--- config.mk ---
export PLATFORM = sky130hd
export DESIGN_NAME = axis_frame_gen
export DESIGN_NICKNAME = d
export VERILOG_FILES = /design/src/rtl/axis_frame_gen.sv
export SDC_FILE = /design/constraint.sdc
export NUM_CORES = 1
export LEC_CHECK = 0
export CORE_MARGIN = 4
export CORE_UTILIZATION = 55
export DETAILED_ROUTE_END_ITERATION = 8
export PLACE_DENSITY_LB_ADDON = 0.3
export SLEW_MARGIN = 30
export SYNTH_ARGS = -nofsm -noshare
export SYNTH_HDL_FRONTEND = slang
export SYNTH_SLANG_ARGS = --single-unit
--- constraint.sdc ---
create_clock -name aclk -period 5.5 [get_ports aclk]
set_input_delay 1.65 -clock aclk [delete_from_list [all_inputs] [get_ports aclk]]
set_output_delay 1.65 -clock aclk [all_outputs]
set_load 0.1 [all_outputs]
--- src/rtl/axis_frame_gen.sv ---
// AXI-Stream ramp-frame source: every pixel byte carries the pixel's x index,
// with row/frame boundaries flagged on tuser (SOF/EOF/SOL/EOL) and tlast.
module axis_frame_gen #(
  parameter int SIZE_WIDTH = 13,
  parameter int GAP_WIDTH  = 16
) (
  input  logic                  aclk,
  input  logic                  aclk_reset,
  input  logic                  aclk_start,
  input  logic [2:0]            aclk_pixel_width,
  input  logic [SIZE_WIDTH-1:0] aclk_x_size,
  input  logic [SIZE_WIDTH-1:0] aclk_y_size,
  input  logic [GAP_WIDTH-1:0]  aclk_row_gap,
  input  logic                  aclk_tready,
  output logic                  aclk_tvalid,
  output logic [63:0]           aclk_tdata,
  output logic [3:0]            aclk_tuser,
  output logic                  aclk_tlast,
  output logic                  aclk_busy,
  output logic                  aclk_frame_done,
  output logic                  aclk_cfg_err
);
  localparam int BEAT_W = SIZE_WIDTH + 1;
  localparam int BYTE_W = SIZE_WIDTH + 4;
  localparam int ROWB_W = SIZE_WIDTH + 3;

  typedef enum logic [1:0] {IDLE, GAP, ROW} state_t;
  state_t state, state_nxt;

  logic [1:0]            pw_log2_in, pw_log2_q;
  logic                  pw_legal;
  logic [SIZE_WIDTH-1:0] x_size_q, y_size_q, row_cnt;
  logic [GAP_WIDTH-1:0]  row_gap_q, gap_cnt;
  logic [BEAT_W-1:0]     beats_in, beats_q, beat_cnt;
  logic [ROWB_W-1:0]     row_bytes, row_bytes_rnd;
  logic                  start_ok, start_bad, fire;
  logic                  first_beat, last_beat, last_row;
  logic                  frame_done_q, cfg_err_q;
  logic [63:0]           ramp_data;

  // An 8-byte pixel cannot be written in 3 bits, so width code 0 stands for 8.
  always_comb begin
    pw_legal   = 1'b1;
    pw_log2_in = 2'd0;
    case (aclk_pixel_width)
      3'd1:    pw_log2_in = 2'd0;
      3'd2:    pw_log2_in = 2'd1;
      3'd4:    pw_log2_in = 2'd2;
      3'd0:    pw_log2_in = 2'd3;
      default: pw_legal   = 1'b0;
    endcase
  end

  assign row_bytes     = ROWB_W'(aclk_x_size) << pw_log2_in;
  assign row_bytes_rnd = row_bytes + ROWB_W'(7);
  assign beats_in      = BEAT_W'(row_bytes_rnd >> 3);

  assign start_ok   = (state == IDLE) && aclk_start && pw_legal &&
                      (aclk_x_size != '0) && (aclk_y_size != '0);
  assign start_bad  = (state == IDLE) && aclk_start && !start_ok;
  assign fire       = (state == ROW) && aclk_tready;
  assign first_beat = (beat_cnt == '0);
  assign last_beat  = (beat_cnt == beats_q - BEAT_W'(1));
  assign last_row   = (row_cnt == y_size_q - SIZE_WIDTH'(1));

  for (genvar k = 0; k < 8; k++) begin : g_byte
    logic [BYTE_W-1:0] byte_idx, pix_idx;
    assign byte_idx = {beat_cnt, 3'(k)};
    assign pix_idx  = byte_idx >> pw_log2_q;
    assign ramp_data[8*k +: 8] = (pix_idx < BYTE_W'(x_size_q)) ? pix_idx[7:0] : 8'h00;
  end

  always_comb begin
    state_nxt   = state;
    aclk_tvalid = 1'b0;
    aclk_tdata  = '0;
    aclk_tuser  = '0;
    aclk_tlast  = 1'b0;
    case (state)
      IDLE: if (start_ok) state_nxt = GAP;
      GAP:  if (gap_cnt == '0) state_nxt = ROW;
      ROW: begin
        aclk_tvalid   = 1'b1;
        aclk_tdata    = ramp_data;
        aclk_tuser[0] = first_beat && (row_cnt == '0);
        aclk_tuser[2] = first_beat && (row_cnt != '0);
        aclk_tuser[1] = last_beat && last_row;
        aclk_tuser[3] = last_beat && !last_row;
        aclk_tlast    = last_beat;
        // A zero gap skips GAP entirely so rows run back to back.
        if (fire && last_beat) begin
          if (last_row)              state_nxt = IDLE;
          else if (row_gap_q == '0)  state_nxt = ROW;
          else                       state_nxt = GAP;
        end
      end
      default: state_nxt = IDLE;
    endcase
  end

  assign aclk_busy       = (state != IDLE);
  assign aclk_frame_done = frame_done_q;
  assign aclk_cfg_err    = cfg_err_q;

  // The first GAP also spends the start cycle, later gaps reload with row_gap-1.
  always_ff @(posedge aclk) begin
    if (aclk_reset) begin
      state        <= IDLE;
      pw_log2_q    <= '0;
      x_size_q     <= '0;
      y_size_q     <= '0;
      row_gap_q    <= '0;
      beats_q      <= '0;
      gap_cnt      <= '0;
      beat_cnt     <= '0;
      row_cnt      <= '0;
      frame_done_q <= 1'b0;
      cfg_err_q    <= 1'b0;
    end else begin
      state        <= state_nxt;
      frame_done_q <= fire && last_beat && last_row;
      cfg_err_q    <= start_bad;
      if (start_ok) begin
        pw_log2_q <= pw_log2_in;
        x_size_q  <= aclk_x_size;
        y_size_q  <= aclk_y_size;
        row_gap_q <= aclk_row_gap;
        beats_q   <= beats_in;
        gap_cnt   <= aclk_row_gap;
        beat_cnt  <= '0;
        row_cnt   <= '0;
      end else if ((state == GAP) && (gap_cnt != '0)) begin
        gap_cnt <= gap_cnt - GAP_WIDTH'(1);
      end else if (fire) begin
        if (last_beat) begin
          beat_cnt <= '0;
          row_cnt  <= row_cnt + SIZE_WIDTH'(1);
          gap_cnt  <= row_gap_q - GAP_WIDTH'(1);
        end else begin
          beat_cnt <= beat_cnt + BEAT_W'(1);
        end
      end
    end
  end

endmodule

==> results.yml, run 1 <==
outcome:
  status: "finished clean"
timing:
  min_period_ps: 5310
  setup_viol: 0
  skew_ps: 12.5
  hold_violations: 0
  slew_headroom: 0.317
  min_period_over_period: 0.965
  tightest_slew_ps: 1020
  fmax_mhz: 188
  setup-tns-final_ps: 0
  setup_ws_ps: 194
  drv_slew: 0
pwr:
  total_power_uw: 2290
  leakagePower_uw: 0.00383
  vdd_ir_drop_max_uv: 177
  power_density_nw_per_um2: 224
finish:
  nNetsFinal: 1225
  area_growth_pct: 33.2
  final_common_cell: "nand2_1"
  final_util: 0.760
  n_antenna_cell: 0
  layout_common_cells: "nand2_1 (164), nor2_1 (105), dfxtp_1 (102)"
  multi_input_area_um2: 5370
  seqCellArea_um2: 2080
  drive_above_1_share: 0.161
  num-fill-cells: 956
drt:
  finalWirelength_um: 23600
  drt_pass1_iterations: 6
  wl_per_cell_um: 17.7
  detail_route.iter0.violations: 767
  num_vias: 8329
  ant_nets: 0
  drc: 0
  viasPerCell: 6.24
worst_hold_path:
  worstHoldPathType: "flop to flop"
clocking:
  path_clk_slew_ps: 70
  hold_buffers: 0
  htree_num_levels: 3
  clockBufferDepth: 2
  post-cts-setup-buffers: 0
  cts_root_buffer: "clkbuf_16"
  numCtsBuffers: 9
  cts_tree: "done"
  clkLatencyLatePin_ps: 360
  cts_sinks: 104
setup_path:
  path_max_fanout: 16
  cp-end-kind: "output pin"
  cpPeakStageDelay_ps: 420
  critPathLaunchType: "flop"
  crit_chain: "buf_4 -> mux2i_1 -> nand2_1 -> o21ai_1 -> inv_1 -> ha_1 -> a21o_1 -> a21o_1 -> a211o_1 -> a21oi_1 -> a21oi_1 -> nor2_1 -> o21ai_2 -> nor2_1 -> buf_12"
  cp_data_arrival_time_ps: 3660
  critPathKind: "flop to output pin"
  worstPathRequired_ps: 3850
  slowest_stage: "dfxtp_2"
global_routing:
  grt_max_degree: 51
  first_global_vias: 7684
  antenna_found_initial: 0
  grt_pass1_wl_um: 38600
  grt_usage: 0.289
  globalRouteOverflowTotal: 0
die:
  fp.dieW_um: 126
  core-area_um2: 13500
  rows: 42
  die_area_um2: 15900
  die_h_um: 126
  initial_utilization: 0.570
  io_pins: 122
synthesis:
  yosysSeqAreaShare: 0.271
  synthFlopType: "dfxtp_1"
  synth_nets: 1136
  syn_inst: 1064
  yosys_register_bits: 104
  syn_area_per_cell_um2: 7.21
  ys_warn_count: 0
  synth_edf_count: 0
  synth_area_um2: 7670
  synth-async-reset-ratio: 0
  ys_types: 76
placement:
  dp.final_hpwl_um: 17800
  place_congestion: 0.933
  dp_slack_ps: 202
  portBuffers: 121
flow_run:
  maxCapViolations: 0
[kinds of logic (layout without fill, tap and decap cells)]
| kind of cell | count (synthesis) | after routing | synth area share |
|---|---|---|---|
| AND/OR/NAND/NOR | 483 | 483 | 0.300 |
| AO/OA/AOI/OAI | 235 | 235 | 0.199 |
| buffers and inverters | 114 | 208 | 0.0574 |
| flip-flops | 104 | 104 | 0.271 |
| XOR/XNOR | 70 | 70 | 0.0799 |
| multiplexers | 35 | 35 | 0.0548 |
| adder cells (fa/ha/maj) | 23 | 23 | 0.0375 |
[cell usage after synthesis (all sizes together), types with 3 or more instances]
cell | n | area (um2)
xor2 | 33 | 289
and3 | 14 | 87.6
a31o | 4 | 35.0
nor2b | 7 | 43.8
o21ai | 32 | 160
dfxtp | 104 | 2080
o31ai | 9 | 67.6
mux2 | 6 | 67.6
a21oi | 90 | 462
a31oi | 9 | 62.6
nand3 | 24 | 125
a21o | 6 | 45.0
o21bai | 3 | 22.5
or3 | 6 | 37.5
a311oi | 11 | 96.3
xnor2 | 37 | 324
clkbuf | 53 | 199
o21a | 7 | 52.6
o22ai | 5 | 31.3
a211oi | 19 | 143
nand2b | 4 | 25.0
ha | 23 | 288
or2 | 5 | 31.3
nor4 | 26 | 184
mux4 | 5 | 113
a32oi | 3 | 26.3
nor3b | 6 | 45.0
inv | 49 | 184
buf | 12 | 57.6
nand2 | 164 | 616
nor4b | 3 | 26.3
mux2i | 24 | 240
nor3 | 42 | 226
o211ai | 5 | 37.5
a211o | 6 | 52.6
nor2 | 135 | 507
nand4 | 17 | 106
or4 | 15 | 124
and2 | 6 | 37.5
[worst max-delay path, delay by kind of cell (launching register included)]
kind | cells | cell delay, ps
AO/OA/AOI/OAI | 7 | 1260
buffers and inverters | 3 | 510
multiplexers | 1 | 260
flip-flops | 1 | 420
adder cells (fa/ha/maj) | 1 | 290
AND/OR/NAND/NOR | 3 | 550
[power by group]
| group | internal, uW | leakage, uW | total (uW) | switching [uW] |
|---|---|---|---|---|
| sequential | 800 | 0.000849 | 860 | 59.7 |
| clock | 411 | 0.000167 | 731 | 321 |
| combinational | 282 | 0.00282 | 697 | 416 |
[stage by stage]
stage | hold slack (ps) | std cells | area, um2
final | 455 | 1334 | 10200
after global routing | 472 | 1334 | 10200
after CTS | 459 | 1334 | 10200
after detailed placement | 449 | 1318 | 9840
after global placement | 442 | 1318 | 9840
after floorplan | 436 | 1064 | 7840
[metal layers]
metal,global-route usage,up-vias,part of all wire
met1,0.383,3916,0.43
met4,0.0826,0,0.024
li1,-,3973,-
met2,0.499,385,0.49
met3,0.0301,55,0.060
met5,0,-,0
[sequential cells by signal, summed over array words and instances, names as in the netlist]
| signal | count |
|---|---|
| gap_cnt | 16 |
| row_gap_q | 16 |
| beat_cnt | 14 |
| beats_q | 13 |
| row_cnt | 13 |
| x_size_q | 13 |
| y_size_q | 13 |
| pw_log2_q | 2 |
| state | 2 |
| aclk_cfg_err | 1 |
| aclk_frame_done | 1 |
[cell type report]
class / instances / area share
flip-flops and latches: 104 / 0.204
multi-input cells: 846 / 0.525
inverters: 49 / 0.0180
clock inverters: 7 / 0.0110
well taps: 176 / 0.0215
repair buffers: 143 / 0.199
clock buffers: 9 / 0.0220
[final timing paths]
kind	startpoint	cells after the start	slack, ps	endpoint
min reg2reg	x_size_q[10]	2	460	x_size_q[10]
max	pw_log2_q[1]	15	190	aclk_tdata[43]
max reg2reg	gap_cnt[3]	14	1000	gap_cnt[12]
min	x_size_q[10]	2	460	x_size_q[10]
[repair_timing]
| action | in CTS | in global routing |
|---|---|---|
| resized for setup | 4 | 7 |
| cloned | 0 | 0 |
| endpoints found under the setup margin | 20 | 59 |
Note: power is estimated with default switching activity, not from simulation.
==> inputs of run 2 (changes only) <==
- ABC_CLOCK_PERIOD_IN_PS: not set -> 5500
==> results of run 2 <==
Same layout as run 1: the final DEF is identical, and so are final timing and power.
==> inputs of run 3 (changes only) <==
- GPL_TIMING_DRIVEN: not set -> 0
==> run 3 against run 2 <==
- non-clock buffer count rose by 53
- design area shrank 4.9%
- core utilization is 3.7 points lower
- sequential power barely moved
==> results.yml, run 3 (synthesis results as in run 1) <==
placement:
  dp.final_hpwl_um: 18200
  portBuffers: 121
  place_area_um2: 9280
  place_congestion: 0.928
  dpl.cell_count: 1361
pwr:
  pwr-share-comb: 0.323
  p_seq_frac: 0.390
  p_switching_uw: 797
  power.share.switching: 0.362
  clkPwrFrac: 0.287
  vdd_ir_drop_max_uv: 196
  p_int_uw: 1400
  power_density_nw_per_um2: 226
  leakagePower_uw: 0.00370
setup_path:
  critPathLaunchType: "flop"
  cp-end-kind: "output pin"
  critPathKind: "flop to output pin"
  cp_data_arrival_time_ps: 3720
  path_max_fanout: 5
  worstPathRequired_ps: 3850
drt:
  viasPerCell: 6.13
  drc: 0
  wl_per_cell_um: 17.7
  num_vias: 8509
  finalWirelength_um: 24500
  ant_nets: 0
  detail_route.iter0.violations: 1051
  drt_pass1_iterations: 7
clocking:
  cts_root_buffer: "clkbuf_16"
  cts_sinks: 104
  cts_tree: "done"
  clockBufferDepth: 2
  clkLatencyLatePin_ps: 360
  numCtsBuffers: 9
  htree_num_levels: 3
  path_clk_slew_ps: 70
timing:
  fmax_mhz: 186
  hold_violations: 0
  drv_slew: 0
  tightest_slew_ps: 1010
  hold_slack_ps: 458
  slew_headroom: 0.325
  min_period_ps: 5370
  skew_ps: 12.2
  min_period_over_period: 0.977
  setup_viol: 0
die:
  core-area_um2: 13500
  io_pins: 122
  die_h_um: 126
  rows: 42
  die_area_um2: 15900
  initial_utilization: 0.570
  fp.dieW_um: 126
finish:
  final_util: 0.723
  final_common_cell: "nand2_1"
  n_antenna_cell: 0
  layout_common_cells: "nand2_1 (164), nor2_1 (103), dfxtp_1 (102)"
  finalNonFillerCells: 1388
  num-fill-cells: 1086
  drive_above_1_share: 0.160
  area_growth_pct: 26.7
  post-route-cell-area_um2: 9720
  nNetsFinal: 1279
  top_regs: "gap_cnt (16), row_gap_q (16), beat_cnt (14)"
global_routing:
  antenna_found_initial: 0
  first_global_vias: 7832
  grt_usage: 0.292
  grt_max_degree: 19
  grt_pass1_wl_um: 38800
  globalRouteOverflowTotal: 0
outcome:
  status: "finished clean"
flow_run:
  maxCapViolations: 0
worst_hold_path:
  worstHoldPathType: "flop to flop"
run 3: changes by cell type in the layout (fill, tap and decap cells not counted), moves of 6 or more:
cell / previous run / this run
buf_12: 66 / 0
clkbuf_1: 0 / 47
buf_4: 23 / 50
buf_6: 0 / 26
buf_1: 0 / 7
buf_2: 1 / 7
run 3: layout make-up:
class                   count  area, um2  area share
multi-input cells         847       5450       0.561
repair buffers            134       1230       0.127
well taps                 176        220      0.0226
clock inverters             5       47.5     0.00489
flip-flops and latches    104       2090       0.215
plain buffers              62        255      0.0262
inverters                  49        188      0.0193
clock buffers              11        243      0.0250
run 3: power by group through the flow:
stage / combinational [uW] / clock [uW] / sequential [uW]
6_report: 711 / 633 / 858
2_1_floorplan: 507 / 0 / 860
5_1_grt: 774 / 663 / 865
4_1_cts: 691 / 634 / 855
3_3_place_gp: 670 / 0 / 869
3_5_place_dp: 684 / 0 / 871
run 3: per-stage QoR:
| step | TNS (ps) | total power (uW) | setup slack [ps] |
|---|---|---|---|
| floorplan | -14380 | 1370 | -538 |
| global route | -18.4 | 2300 | -9.32 |
| global placement | -75860 | 1540 | -1310 |
| CTS | 0 | 2180 | 29.2 |
| detailed placement | -74570 | 1560 | -1300 |
| finish | 0 | 2200 | 127 |
run 3: final timing paths:
| path | from | depth (start not counted) | slack, ps | to |
|---|---|---|---|---|
| max | beats_q[0] | 9 | 130 | aclk_tlast |
| min | x_size_q[3] | 2 | 460 | x_size_q[3] |
| max reg2reg | gap_cnt[3] | 15 | 600 | gap_cnt[12] |
| min reg2reg | x_size_q[3] | 2 | 460 | x_size_q[3] |
run 3: critical path: stages, from the launching register on:
cell	delay (ps)
dfxtp_1	360
inv_1	100
ha_1	240
or4b_1	570
nor4_2	330
a211oi_1	200
nor4_4	540
nand2_1	290
nor2_4	180
clkdlybuf4s18_2	560
run 3: per-layer routing:
metal	global-route usage	up-vias	share of wire	routed length (um)
met5	0	-	0	0
met4	0.107	0	0.029	714
met3	0.0423	53	0.076	1860
met2	0.488	415	0.47	11600
met1	0.382	3953	0.42	10400
li1	-	4088	-	-
run 3: timing repair:
| item | 4_1_cts | 5_1_grt |
|---|---|---|
| setup buffers | 2 | 11 |
| gates cloned | 0 | 1 |
| gates resized for setup | 405 | 59 |
| hold buffers | 0 | 0 |
| endpoints found under the setup margin | 67 | 68 |
| pin swaps | 0 | 2 |
==> variant, RTL diff (config.mk and constraints of run 3) <==
Change the parameter `SIZE_WIDTH` from 13 to 15.
--- a/src/rtl/axis_frame_gen.sv
+++ b/src/rtl/axis_frame_gen.sv
@@ -1,7 +1,7 @@
 // AXI-Stream ramp-frame source: every pixel byte carries the pixel's x index,
 // with row/frame boundaries flagged on tuser (SOF/EOF/SOL/EOL) and tlast.
 module axis_frame_gen #(
-  parameter int SIZE_WIDTH = 13,
+  parameter int SIZE_WIDTH = 15,
   parameter int GAP_WIDTH  = 16
 ) (
   input  logic                  aclk,
Ports: changed (resized aclk_x_size and aclk_y_size); port bits go from 122 to 126. The function was not compared with the original's and may differ.
==> variant against run 3 <==
The run now ends with setup timing left. Cell area increased by 26%. Global-route usage increased by 6.4 points. Sequential cell count increased by 10. Count of clock-buffer cells in the layout increased by 10. Wire length increased by 49%. Final cell count increased by 14%. Sequential power increased by 9.4%. Sequential share of layout area decreased by 2.8 points. Total power increased by 42%. Area after synthesis increased by 13%. Worst setup slack got worse by 0.50 ns.
==> variant: results (changes against run 3) <==
[detailed_routing]
met3_length_um=4359  ; +130%
met1_length_um=12600  ; +21%
num_vias=10690  ; +26%
dr_wl_met2_um=16650  ; +44%
wirelength_um=36640  ; +49%

[timing]
setup_viol=67  ; +67
fin_tns_setup_ns=-15.52  ; -15.52 ns
fin_ws_ns=-0.3732  ; -0.5006 ns
slew_headroom_pct=30.75  ; -1.8 points

[final_layout]
nNonClkInverters=53  ; +8.2%
buffers=243  ; +24%
fin_cells=1586  ; +14%
buf_share_pct=17.46  ; +2.2 points
clkbuf_count=21  ; +10
final_layout_size_suffix_gt1_share_pct=21.89  ; +5.9 points
sh_seq_area_pct=18.71  ; -2.8 points
clkCellAreaFrac_pct=4.703  ; +1.7 points
nFillCells=980  ; -9.8%
final_util_pct=79.73  ; +7.4 points
layout.nets=1440  ; +13%

[worst_setup_path]
r2r_cells=14  ; -1
cp.arrival_ns=4.22  ; +0.50 ns
cp-startpoint=pw_log2_q[0]

[global_route]
grt_pass1_wl_um=51000  ; +31%
grt_max_degree=17  ; -2
grt_pass1_vias=9659  ; +23%
gr-usage-met3_pct=8.195  ; +4.0 points

[pwr]
switching_share_pct=37.73  ; +1.5 points
p_comb_mw=1.10  ; +55%
power.density_nw_per_um2=256.7  ; +13%
p_seq_mw=0.939  ; +9.4%
max-vdd-ir-drop_mv=0.2310  ; +18%

[synth]
ys_types=73  ; -3.9%
syn_nets=1262  ; +11%
ys_top_cells_by_count=165 x nand2_1, 115 x a21oi_1, 114 x dfxtp_1
synth-seq-area-share_pct=26.39  ; -0.73 points
synth_area_leaders=dfxtp_1 26%, nand2_1 7.2%, a21oi_1 6.7%

[clock_network]
numCtsBuffers=17  ; +8
htree_levels=4  ; +1

[outcome]
violations=setup timing
status=finished with violations

[hold_path]
min_from=x_size_q[2]

[placement]
post-dp-hpwl_um=21340  ; +17%
numPortBuffers=123  ; +1.7%
gp_congestion=0.9648  ; +4.0%
place_inst=1518  ; +12%
place_area_um2=10850  ; +17%

[variant: changes by cell type in the layout (fill, tap and decap cells not counted), sizes merged, moves of 7 or more]
cell	delta
a311oi	-7
nor3	+49
nand4	+11
and3	-7
clkbuf	+28
a21oi	+25
mux4	+7
buf	+28
xnor2	+7
o21ai	+13
nand3	+17
dfxtp	+10
nor2	-45
[variant: kinds of logic after synthesis]
kind of cell,count (synthesis),synth area share [%]
simple gates,522,29.76
compound gates,257,18.35
buf+inv,137,6.309
flops,114,26.39
xor+xnor,82,8.306
mux,47,7.264
fa+ha+maj,25,3.617
[variant: critical path, cell delays in order, from the launching register on]
cell	delay, ns
dfxtp_1	0.32
buf_6	0.15
buf_12	0.13
clkbuf_16	0.16
mux4_2	0.51
ha_1	0.31
a21o_1	0.19
a21o_1	0.24
a211oi_4	0.45
clkbuf_8	0.30
nand2_1	0.37
nor3_4	0.37
buf_6	0.27
[variant: what timing repair did]
item,CTS,global route
resized for setup,487,61
pin swaps,8,6
setup endpoints to repair,67,67
buffers inserted,22,17
